==> src/rtl/brcomp_iter.sv <==
// Multi-cycle branch comparator: compares WIDTH-bit operands CHUNK bits per cycle, MSB chunk first.
// Optional macro BRCOMP_EARLY_EXIT_EN: finish on the first differing chunk instead of always scanning N chunks.
module brcomp_iter #(
   parameter int WIDTH = 32,
   parameter int CHUNK = 8
) (
   input  logic             clk_i,
   input  logic             rst_ni,
   input  logic             req_valid_i,
   output logic             req_ready_o,
   input  logic [WIDTH-1:0] rs1_i,
   input  logic [WIDTH-1:0] rs2_i,
   input  logic             br_unsign_i,
   output logic             rsp_valid_o,
   input  logic             rsp_ready_i,
   output logic             br_less_o,
   output logic             br_equal_o,
   output logic             busy_o
);

   localparam int N  = WIDTH / CHUNK;
   localparam int KW = (N > 1) ? $clog2(N) : 1;

   typedef enum logic [1:0] {IDLE, RUN, DONE} state_t;

   state_t           state_q, state_d;
   logic [KW-1:0]    k_q, k_d;
   logic [WIDTH-1:0] a_q, a_d, b_q, b_d;
   logic             less_q, less_d, equal_q, equal_d;
`ifndef BRCOMP_EARLY_EXIT_EN
   logic             decided_q, decided_d, pend_less_q, pend_less_d;
`endif

   logic [WIDTH-1:0] sign_bias;
   logic [CHUNK-1:0] a_chunk, b_chunk;
   logic             chunk_lt, chunk_eq, last_chunk;

   function automatic logic [CHUNK-1:0] chunk_of(input logic [WIDTH-1:0] v,
                                                 input logic [KW-1:0]    k);
      chunk_of = v[int'(k)*CHUNK +: CHUNK];
   endfunction

   // Flipping the sign bit maps signed order onto unsigned order.
   assign sign_bias  = {~br_unsign_i, {(WIDTH-1){1'b0}}};
   assign a_chunk    = chunk_of(a_q, k_q);
   assign b_chunk    = chunk_of(b_q, k_q);
   assign chunk_lt   = (a_chunk < b_chunk);
   assign chunk_eq   = (a_chunk == b_chunk);
   assign last_chunk = (k_q == '0);

   always_comb begin
      state_d = state_q;
      k_d     = k_q;
      a_d     = a_q;
      b_d     = b_q;
      less_d  = less_q;
      equal_d = equal_q;
`ifndef BRCOMP_EARLY_EXIT_EN
      decided_d   = decided_q;
      pend_less_d = pend_less_q;
`endif
      case (state_q)
         IDLE: begin
            if (req_valid_i) begin
               a_d     = rs1_i ^ sign_bias;
               b_d     = rs2_i ^ sign_bias;
               k_d     = KW'(N - 1);
               state_d = RUN;
`ifndef BRCOMP_EARLY_EXIT_EN
               decided_d   = 1'b0;
               pend_less_d = 1'b0;
`endif
            end
         end
         RUN: begin
`ifdef BRCOMP_EARLY_EXIT_EN
            if (!chunk_eq) begin
               less_d  = chunk_lt;
               equal_d = 1'b0;
               state_d = DONE;
            end else if (last_chunk) begin
               less_d  = 1'b0;
               equal_d = 1'b1;
               state_d = DONE;
            end else begin
               k_d = k_q - KW'(1);
            end
`else
            // Only the most significant differing chunk may set the verdict.
            if (!decided_q && !chunk_eq) begin
               decided_d   = 1'b1;
               pend_less_d = chunk_lt;
            end
            if (last_chunk) begin
               if (decided_q) begin
                  less_d  = pend_less_q;
                  equal_d = 1'b0;
               end else begin
                  less_d  = chunk_lt;
                  equal_d = chunk_eq;
               end
               state_d = DONE;
            end else begin
               k_d = k_q - KW'(1);
            end
`endif
         end
         DONE: begin
            if (rsp_ready_i) begin
               state_d = IDLE;
            end
         end
         default: state_d = IDLE;
      endcase
   end

   always_ff @(posedge clk_i or negedge rst_ni) begin
      if (!rst_ni) begin
         state_q <= IDLE;
         k_q     <= '0;
         a_q     <= '0;
         b_q     <= '0;
         less_q  <= 1'b0;
         equal_q <= 1'b0;
`ifndef BRCOMP_EARLY_EXIT_EN
         decided_q   <= 1'b0;
         pend_less_q <= 1'b0;
`endif
      end else begin
         state_q <= state_d;
         k_q     <= k_d;
         a_q     <= a_d;
         b_q     <= b_d;
         less_q  <= less_d;
         equal_q <= equal_d;
`ifndef BRCOMP_EARLY_EXIT_EN
         decided_q   <= decided_d;
         pend_less_q <= pend_less_d;
`endif
      end
   end

   assign req_ready_o = (state_q == IDLE);
   assign rsp_valid_o = (state_q == DONE);
   assign busy_o      = (state_q != IDLE);
   assign br_less_o   = less_q;
   assign br_equal_o  = equal_q;

endmodule

==> config.mk <==
export PLATFORM = sky130hd
export DESIGN_NAME = brcomp_iter
export DESIGN_NICKNAME = d
export VERILOG_FILES = /design/src/rtl/brcomp_iter.sv
export SDC_FILE = /design/constraint.sdc
export NUM_CORES = 1
export LEC_CHECK = 0
export ABC_CLOCK_PERIOD_IN_PS = 5800
export BUFFER_PORTS_ARGS = -buffer_cell sky130_fd_sc_hd__buf_4
export CAP_MARGIN = 20
export CORE_MARGIN = 4
export CORE_UTILIZATION = 40
export CTS_CLUSTER_DIAMETER = 60
export CTS_CLUSTER_SIZE = 10
export DETAILED_ROUTE_END_ITERATION = 8
export GPL_ROUTABILITY_DRIVEN = 1
export PLACE_DENSITY_LB_ADDON = 0.2
export RECOVER_POWER = 25
export SYNTH_ARGS = -nofsm -noshare
export SYNTH_HDL_FRONTEND = slang
export SYNTH_SLANG_ARGS = --single-unit
==> constraint.sdc <==
create_clock -name clk_i -period 5.8 [get_ports clk_i]
set_input_delay 1.45 -clock clk_i [delete_from_list [all_inputs] [get_ports clk_i]]
set_output_delay 1.45 -clock clk_i [all_outputs]
set_load 0.005 [all_outputs]
==> impl_metrics.py, run 1 <==
metrics = {
    "logic_synthesis": {
        "yosysSeqAreaShare_pct": 53.2,
        "synthArstFlopShare_pct": 100,
        "yosysUniqueCellTypes": 29,
        "mappedNetlistNets": 434,
        "netlist_area_sq_mm": 0.00338,
        "synth.ff_latch_count": 72,
        "postSynthAreaPerCell_sq_um": 9.51,
        "synth_edf_count": 0,
        "syn_inst": 356,
        "synth-main-ff-cell": "dfrtp_1",
        "yosysWarnings": 0,
    },
    "critical_path": {
        "ff2ff_path_depth": 6,
        "cp-start-kind": "flip-flop",
        "critPathMaxFanout": 5,
        "crit_start": "state_q[1]$_DFFE_PN0P_",
        "worstPathRequired_ps": 4350,
        "endpoint_kind": "primary output",
        "timing.rr.end": "pend_less_q$_DFFE_PN0P_",
        "cp-endpoint": "req_ready_o",
        "r2r_slack_ps": 3240,
        "reg2reg_from": "k_q[1]$_DFFE_PN0P_",
        "crit_type": "flip-flop to primary output",
        "arrival_ps": 1160,
    },
    "timing": {
        "grt_setup_unrepaired": "false",
        "final-hold-violation-count": 0,
        "timing.fmax_mhz": 384,
        "finalCriticalPeriod_ps": 2610,
        "fin_crit_sh_pct": 44.9,
        "tightest_slew_ps": 904,
        "max_slew_margin_pct": 39.7,
        "finClkSkew_ps": 8.53,
        "finalSetupTns_ps": 0,
        "drv_slew": 0,
        "setup_viol": 0,
    },
    "clock_tree": {
        "cts_root_buf": "clkbuf_8",
        "cts-htree-levels": 3,
        "cts_hold_buffers": 0,
        "cts_resized": 0,
        "worstSkewPairLatency_ps": 340,
        "cts_setup_buffers": 0,
        "cts_num_sinks": 72,
        "cts_buffer_depth": 2,
        "clkTransAtPathRegs_ps": 80,
        "cts_buffers": 9,
        "cts_tree": "built",
    },
    "grt": {
        "grt_pass1_vias": 2638,
        "grt-ovfl-total": 0,
        "busiest_layer": "met2",
        "antenna_found_initial": 0,
        "grt_use_met1_pct": 20.4,
        "grt_use_met3_pct": 4.59,
        "grt_max_degree": 73,
        "grt_pass1_wl_mm": 12.3,
        "use_met2_pct": 25.5,
        "grt_util_all_layers_pct": 15.6,
    },
    "floorplanning": {
        "core_area_sq_mm": 0.00822,
        "die_area_sq_mm": 0.0100,
        "io_pins": 74,
        "die_w_microns": 100,
        "die_h_microns": 100,
        "rows": 33,
        "start_util_pct": 41.2,
    },
    "detailed_routing": {
        "wl_per_cell_microns": 13.5,
        "drt_wl_total_mm": 7.20,
        "drt_iter0_markers": 82,
        "vias": 2498,
        "drcViolationCount": 0,
        "drtPass1Iterations": 6,
        "viasPerCell": 4.68,
        "ant_nets": 0,
    },
    "power_and_ir_drop": {
        "power_frac_comb_pct": 42.0,
        "power_switching_mw": 0.814,
        "power.share.clock_pct": 18.2,
        "sequentialPowerShare_pct": 39.8,
        "intPower_mw": 1.43,
        "ir_drop_mv": 0.190,
        "p_total_mw": 2.25,
        "p_leak_nw": 2.23,
        "netSwitchingFraction_pct": 36.2,
        "p_per_area_mw_per_mm2": 535,
    },
    "placement": {
        "place_hpwl_mm": 5.00,
        "globalplace.congestion": 0.788,
        "numPortBuffers": 73,
    },
    "status": {
        "status": "complete, no violations",
    },
    "final_layout": {
        "drive_gt1_share_pct": 26.1,
        "diodes": 0,
        "nets": 502,
        "area_growth_pct": 24.2,
    },
    "hold_path": {
        "hp-class": "flip-flop to flip-flop",
    },
    "run": {
        "maxCapViolCount": 0,
    },
}
## power groups by stage
| stage | clock network, mW | logic (mW) | registers, mW |
|---|---|---|---|
| after CTS | 0.414 | 0.898 | 0.925 |
| after detailed placement | 0 | 0.889 | 0.931 |
| after global placement | 0 | 0.859 | 0.928 |
| after floorplan | 0 | 0.765 | 0.828 |
| final | 0.409 | 0.944 | 0.894 |
| after global routing | 0.440 | 1.09 | 0.930 |
## state kept, by name, indices dropped and copies added (netlist names)
| name | count |
|---|---|
| a_q | 32 |
| b_q | 32 |
| k_q | 2 |
| state_q | 2 |
| br_equal_o | 1 |
| br_less_o | 1 |
| decided_q | 1 |
| pend_less_q | 1 |
## placed cells by master, fill, tap and decap left out, drive strengths merged
master	synthesis	routed
mux4	16	16
clkbuf	4	11
a21oi	7	7
or2	1	1
ha	9	9
nand3b	1	1
nand2b	3	3
nand4	2	2
nor3	1	1
clkinv	0	2
clkinvlp	0	2
o211ai	1	1
o22ai	1	1
a22o	1	1
a21o	1	1
nor2	6	6
or4	1	1
and2	1	1
xor2	2	2
nand2	191	191
inv	12	12
or3b	1	1
bufinv	0	1
dfrtp	72	72
buf	15	76
nor2b	1	1
o21ai	6	6
## cell type report
class                   count  area [sq um]
clock buffers              11           151
clock inverters             5          55.1
fillers                   788          4010
inverters                  12          45.0
multi-input cells         253          1410
flip-flops and latches     72          1800
well taps                 105           131
repair buffers             76           611
## per-stage QoR
step	cell area, sq um	setup slack [ps]	std cells	hold WS (ps)	utilization, %
after floorplan	3380	3340	356	440	-
after global placement	3940	2830	516	455	48.0
after detailed placement	3940	2810	516	457	48.0
after CTS	4150	2780	532	477	50.5
after global routing	4200	3030	534	490	51.2
final	4200	3190	534	471	51.2
## worst max-delay path, stage by stage, from the launching register on
cell	delay [ps]
dfrtp_1	410
or2_1	260
inv_2	60
buf_4	100
## how the worst min path moves through the flow
stage,end,from,cells past startpoint,slack [ps]
6_report,b_q[19]$_DFFE_PN0P_,b_q[19]$_DFFE_PN0P_,2,470
5_1_grt,b_q[23]$_DFFE_PN0P_,b_q[23]$_DFFE_PN0P_,2,490
4_1_cts,b_q[25]$_DFFE_PN0P_,b_q[25]$_DFFE_PN0P_,2,480
3_5_place_dp,b_q[19]$_DFFE_PN0P_,b_q[19]$_DFFE_PN0P_,2,460
3_3_place_gp,b_q[8]$_DFFE_PN0P_,b_q[8]$_DFFE_PN0P_,2,460
2_1_floorplan,a_q[19]$_DFFE_PN0P_,a_q[19]$_DFFE_PN0P_,2,440
## routing by layer
metal	up-vias	part of all wire (%)
li1	1275	-
met4	0	1.2
met3	7	4.4
met1	1173	44
met5	-	0
met2	43	50
## cells in the mapped netlist (2+ instances only)
master,count,share of area (%)
a21oi_1,7,1.0
buf_2,5,0.74
buf_4,6,1.3
buf_6,4,1.3
clkbuf_1,4,0.44
dfrtp_1,72,53
ha_1,9,3.3
inv_1,11,1.2
mux4_2,16,11
nand2_1,191,21
nand2b_1,3,0.55
nand4_1,2,0.37
nor2_1,6,0.67
o21ai_0,2,0.30
o21ai_1,3,0.44
xor2_1,2,0.52
## cell families (layout without fill, tap and decap cells)
logic type | count (synthesis) | after routing | synth area share (%)
DFF | 72 | 72 | 53.2
xor gates and xnor gates | 2 | 2 | 0.518
AOI/OAI and AO/OA | 17 | 17 | 2.92
and+or+nand+nor | 209 | 209 | 24.2
buffers and inverters | 31 | 104 | 5.18
muxes | 16 | 16 | 10.6
adders and majority gates | 9 | 9 | 3.33
Power figures use the tool's default switching activity.
==> run 2: changes to the inputs <==
--- a/config.mk
+++ b/config.mk
@@ -5,7 +5,7 @@
 export SDC_FILE = /design/constraint.sdc
 export NUM_CORES = 1
 export LEC_CHECK = 0
-export ABC_CLOCK_PERIOD_IN_PS = 5800
+export ABC_CLOCK_PERIOD_IN_PS = 2200
 export BUFFER_PORTS_ARGS = -buffer_cell sky130_fd_sc_hd__buf_4
 export CAP_MARGIN = 20
 export CORE_MARGIN = 4
==> constraint.sdc (replaced) <==
create_clock -name clk_i -period 2.2 [get_ports clk_i]
set_input_delay 0.55 -clock clk_i [delete_from_list [all_inputs] [get_ports clk_i]]
set_output_delay 0.55 -clock clk_i [all_outputs]
set_load 0.005 [all_outputs]
==> run 2 against run 1 <==
Net effect: the flow now finishes with violations (negative setup slack); first-iteration DRC count increased by 23%; power increased to 3.1 times the previous value; register-to-register slack got worse by 3400 ps; flip-flop and latch count unchanged; clock skew decreased by 3.4 ps; combinational power increased to 3.5 times the previous value; final area increased by 6.5%; clock power increased to 3.0 times the previous value; critical path type is now flip-flop to flip-flop.
==> impl_metrics.py, run 2 (same netlist as run 1, synthesis figures left out) <==
metrics = {
    "critical_path": {
        "arrival_ps": 2580,
        "reg2reg_from": "k_q[0]$_DFFE_PN0P_",
        "ff2ff_path_depth": 7,
        "r2r_slack_ps": -110,
        "timing.rr.end": "pend_less_q$_DFFE_PN0P_",
        "endpoint_kind": "flip-flop",
        "cp-start-kind": "flip-flop",
        "crit_type": "flip-flop to flip-flop",
        "crit_start": "k_q[0]$_DFFE_PN0P_",
        "worstPathRequired_ps": 2470,
        "critPathMaxFanout": 5,
    },
    "power_and_ir_drop": {
        "intPower_mw": 4.44,
        "power.share.clock_pct": 17.9,
        "power_frac_comb_pct": 47.7,
        "p_per_area_mw_per_mm2": 1540,
        "p_leak_nw": 2.32,
        "p_total_mw": 6.88,
        "netSwitchingFraction_pct": 35.4,
        "power_switching_mw": 2.44,
        "ir_drop_mv": 0.606,
        "sequentialPowerShare_pct": 34.5,
    },
    "hold_path": {
        "hp-class": "input port to asynchronous set/reset pin",
    },
    "detailed_routing": {
        "vias": 2566,
        "drt_wl_total_mm": 7.55,
        "wl_per_cell_microns": 13.8,
        "viasPerCell": 4.70,
        "drt_iter0_markers": 101,
        "drcViolationCount": 0,
        "drtPass1Iterations": 4,
        "ant_nets": 0,
    },
    "floorplanning": {
        "core_area_sq_mm": 0.00822,
        "die_h_microns": 100,
        "io_pins": 74,
        "rows": 33,
        "die_area_sq_mm": 0.0100,
        "start_util_pct": 41.2,
        "die_w_microns": 100,
    },
    "final_layout": {
        "stdcell_area_sq_mm": 0.00448,
        "reg_top3": "a_q x32, b_q x32",
        "diodes": 0,
        "nets": 514,
        "final_cell_mix": "191 x nand2_1, 77 x buf_4, 71 x dfrtp_1, 16 x mux4_2, 9 x clkbuf_8",
        "area_growth_pct": 32.3,
        "mostFrequentLayoutCell": "nand2_1",
        "drive_gt1_share_pct": 32.0,
        "stdcell_count": 546,
    },
    "grt": {
        "grt_pass1_vias": 2692,
        "antenna_found_initial": 0,
        "grt_util_all_layers_pct": 15.8,
        "grt-ovfl-total": 0,
        "grt_max_degree": 70,
        "grt_pass1_wl_mm": 12.4,
    },
    "clock_tree": {
        "cts_num_sinks": 72,
        "cts_root_buf": "clkbuf_8",
        "cts-htree-levels": 3,
        "cts_buffer_depth": 2,
        "clkTransAtPathRegs_ps": 70,
        "cts_hold_buffers": 0,
        "cts_buffers": 9,
        "cts_tree": "built",
        "worstSkewPairLatency_ps": 340,
    },
    "run": {
        "maxCapViolCount": 0,
    },
    "status": {
        "violations": "negative setup slack",
        "status": "complete, but fails checks",
    },
    "placement": {
        "globalplace.congestion": 0.779,
        "place_area_sq_mm": 0.00416,
        "dp_slack_ps": -113,
        "numPortBuffers": 73,
        "dp.cells": 526,
        "place_hpwl_mm": 5.49,
    },
    "timing": {
        "finalWorstSetupSlack_ps": -111,
        "finalCriticalPeriod_ps": 2310,
        "setup_viol": 1,
        "max_slew_margin_pct": 39.2,
        "final-hold-violation-count": 0,
        "grt_setup_unrepaired": "true",
        "finClkSkew_ps": 5.14,
        "timing.fmax_mhz": 433,
        "fin_crit_sh_pct": 105,
        "tightest_slew_ps": 911,
        "drv_slew": 0,
        "whs_ps": 301,
    },
}
## run 2: cell count changes in the layout (fill, tap and decap cells not counted), sizes merged
cell,before,now
clkbuf,11,13
buf,76,85
clkinvlp,2,1
bufinv,1,3
## run 2: worst max-delay path by stage
stage	endpoint	depth (start not counted)
floorplan	pend_less_q$_DFFE_PN0P_	8
global placement	pend_less_q$_DFFE_PN0P_	8
detailed placement	pend_less_q$_DFFE_PN0P_	8
CTS	pend_less_q$_DFFE_PN0P_	7
global route	pend_less_q$_DFFE_PN0P_	7
finish	pend_less_q$_DFFE_PN0P_	7
## run 2: area by class of cell
class                      instances  area (sq um)
tap                              105           131
sequential                        72          1800
inverter                          12          45.0
timing repair buffer              88           738
multi-input combinational        253          1520
clock inverter                     6           108
clock buffer                      10           128
fill                             764          3740
## run 2: per-layer routing
metal,up-vias,part of all wire [%],GRT usage [%]
met5,-,0,0
met4,0,1.6,4.35
met3,11,4.3,4.17
met2,46,51,27.0
met1,1210,43,19.9
li1,1299,-,-
## run 2: critical path, cell delays in order (launching register included)
cell and delay (ps):
dfrtp_2 470, clkbuf_16 190, mux4_2 530, ha_4 240
nand4_1 110, nor2_1 70, or4_1 490, o22ai_1 150
## run 2: power by group through the flow
stage | Sequential (mW) | Combinational, mW | Clock, mW
6_report | 2.37 | 3.28 | 1.23
4_1_cts | 2.38 | 3.18 | 1.25
5_1_grt | 2.44 | 3.69 | 1.31
3_3_place_gp | 2.39 | 2.87 | 0
3_5_place_dp | 2.38 | 2.99 | 0
2_1_floorplan | 2.19 | 2.28 | 0
## run 2: repair_timing
item                       CTS  global route
cloned                       1             0
pin swaps                    2             7
resized for setup           11             8
setup endpoints to repair    1             3
buffers inserted             2             2
## run 2: stage by stage
step | setup TNS [ps] | util, %
2_1_floorplan | -41.2 | -
3_3_place_gp | -59.1 | 50.6
3_5_place_dp | -113 | 50.6
4_1_cts | -126 | 54.3
5_1_grt | -322 | 54.5
6_report | -111 | 54.5
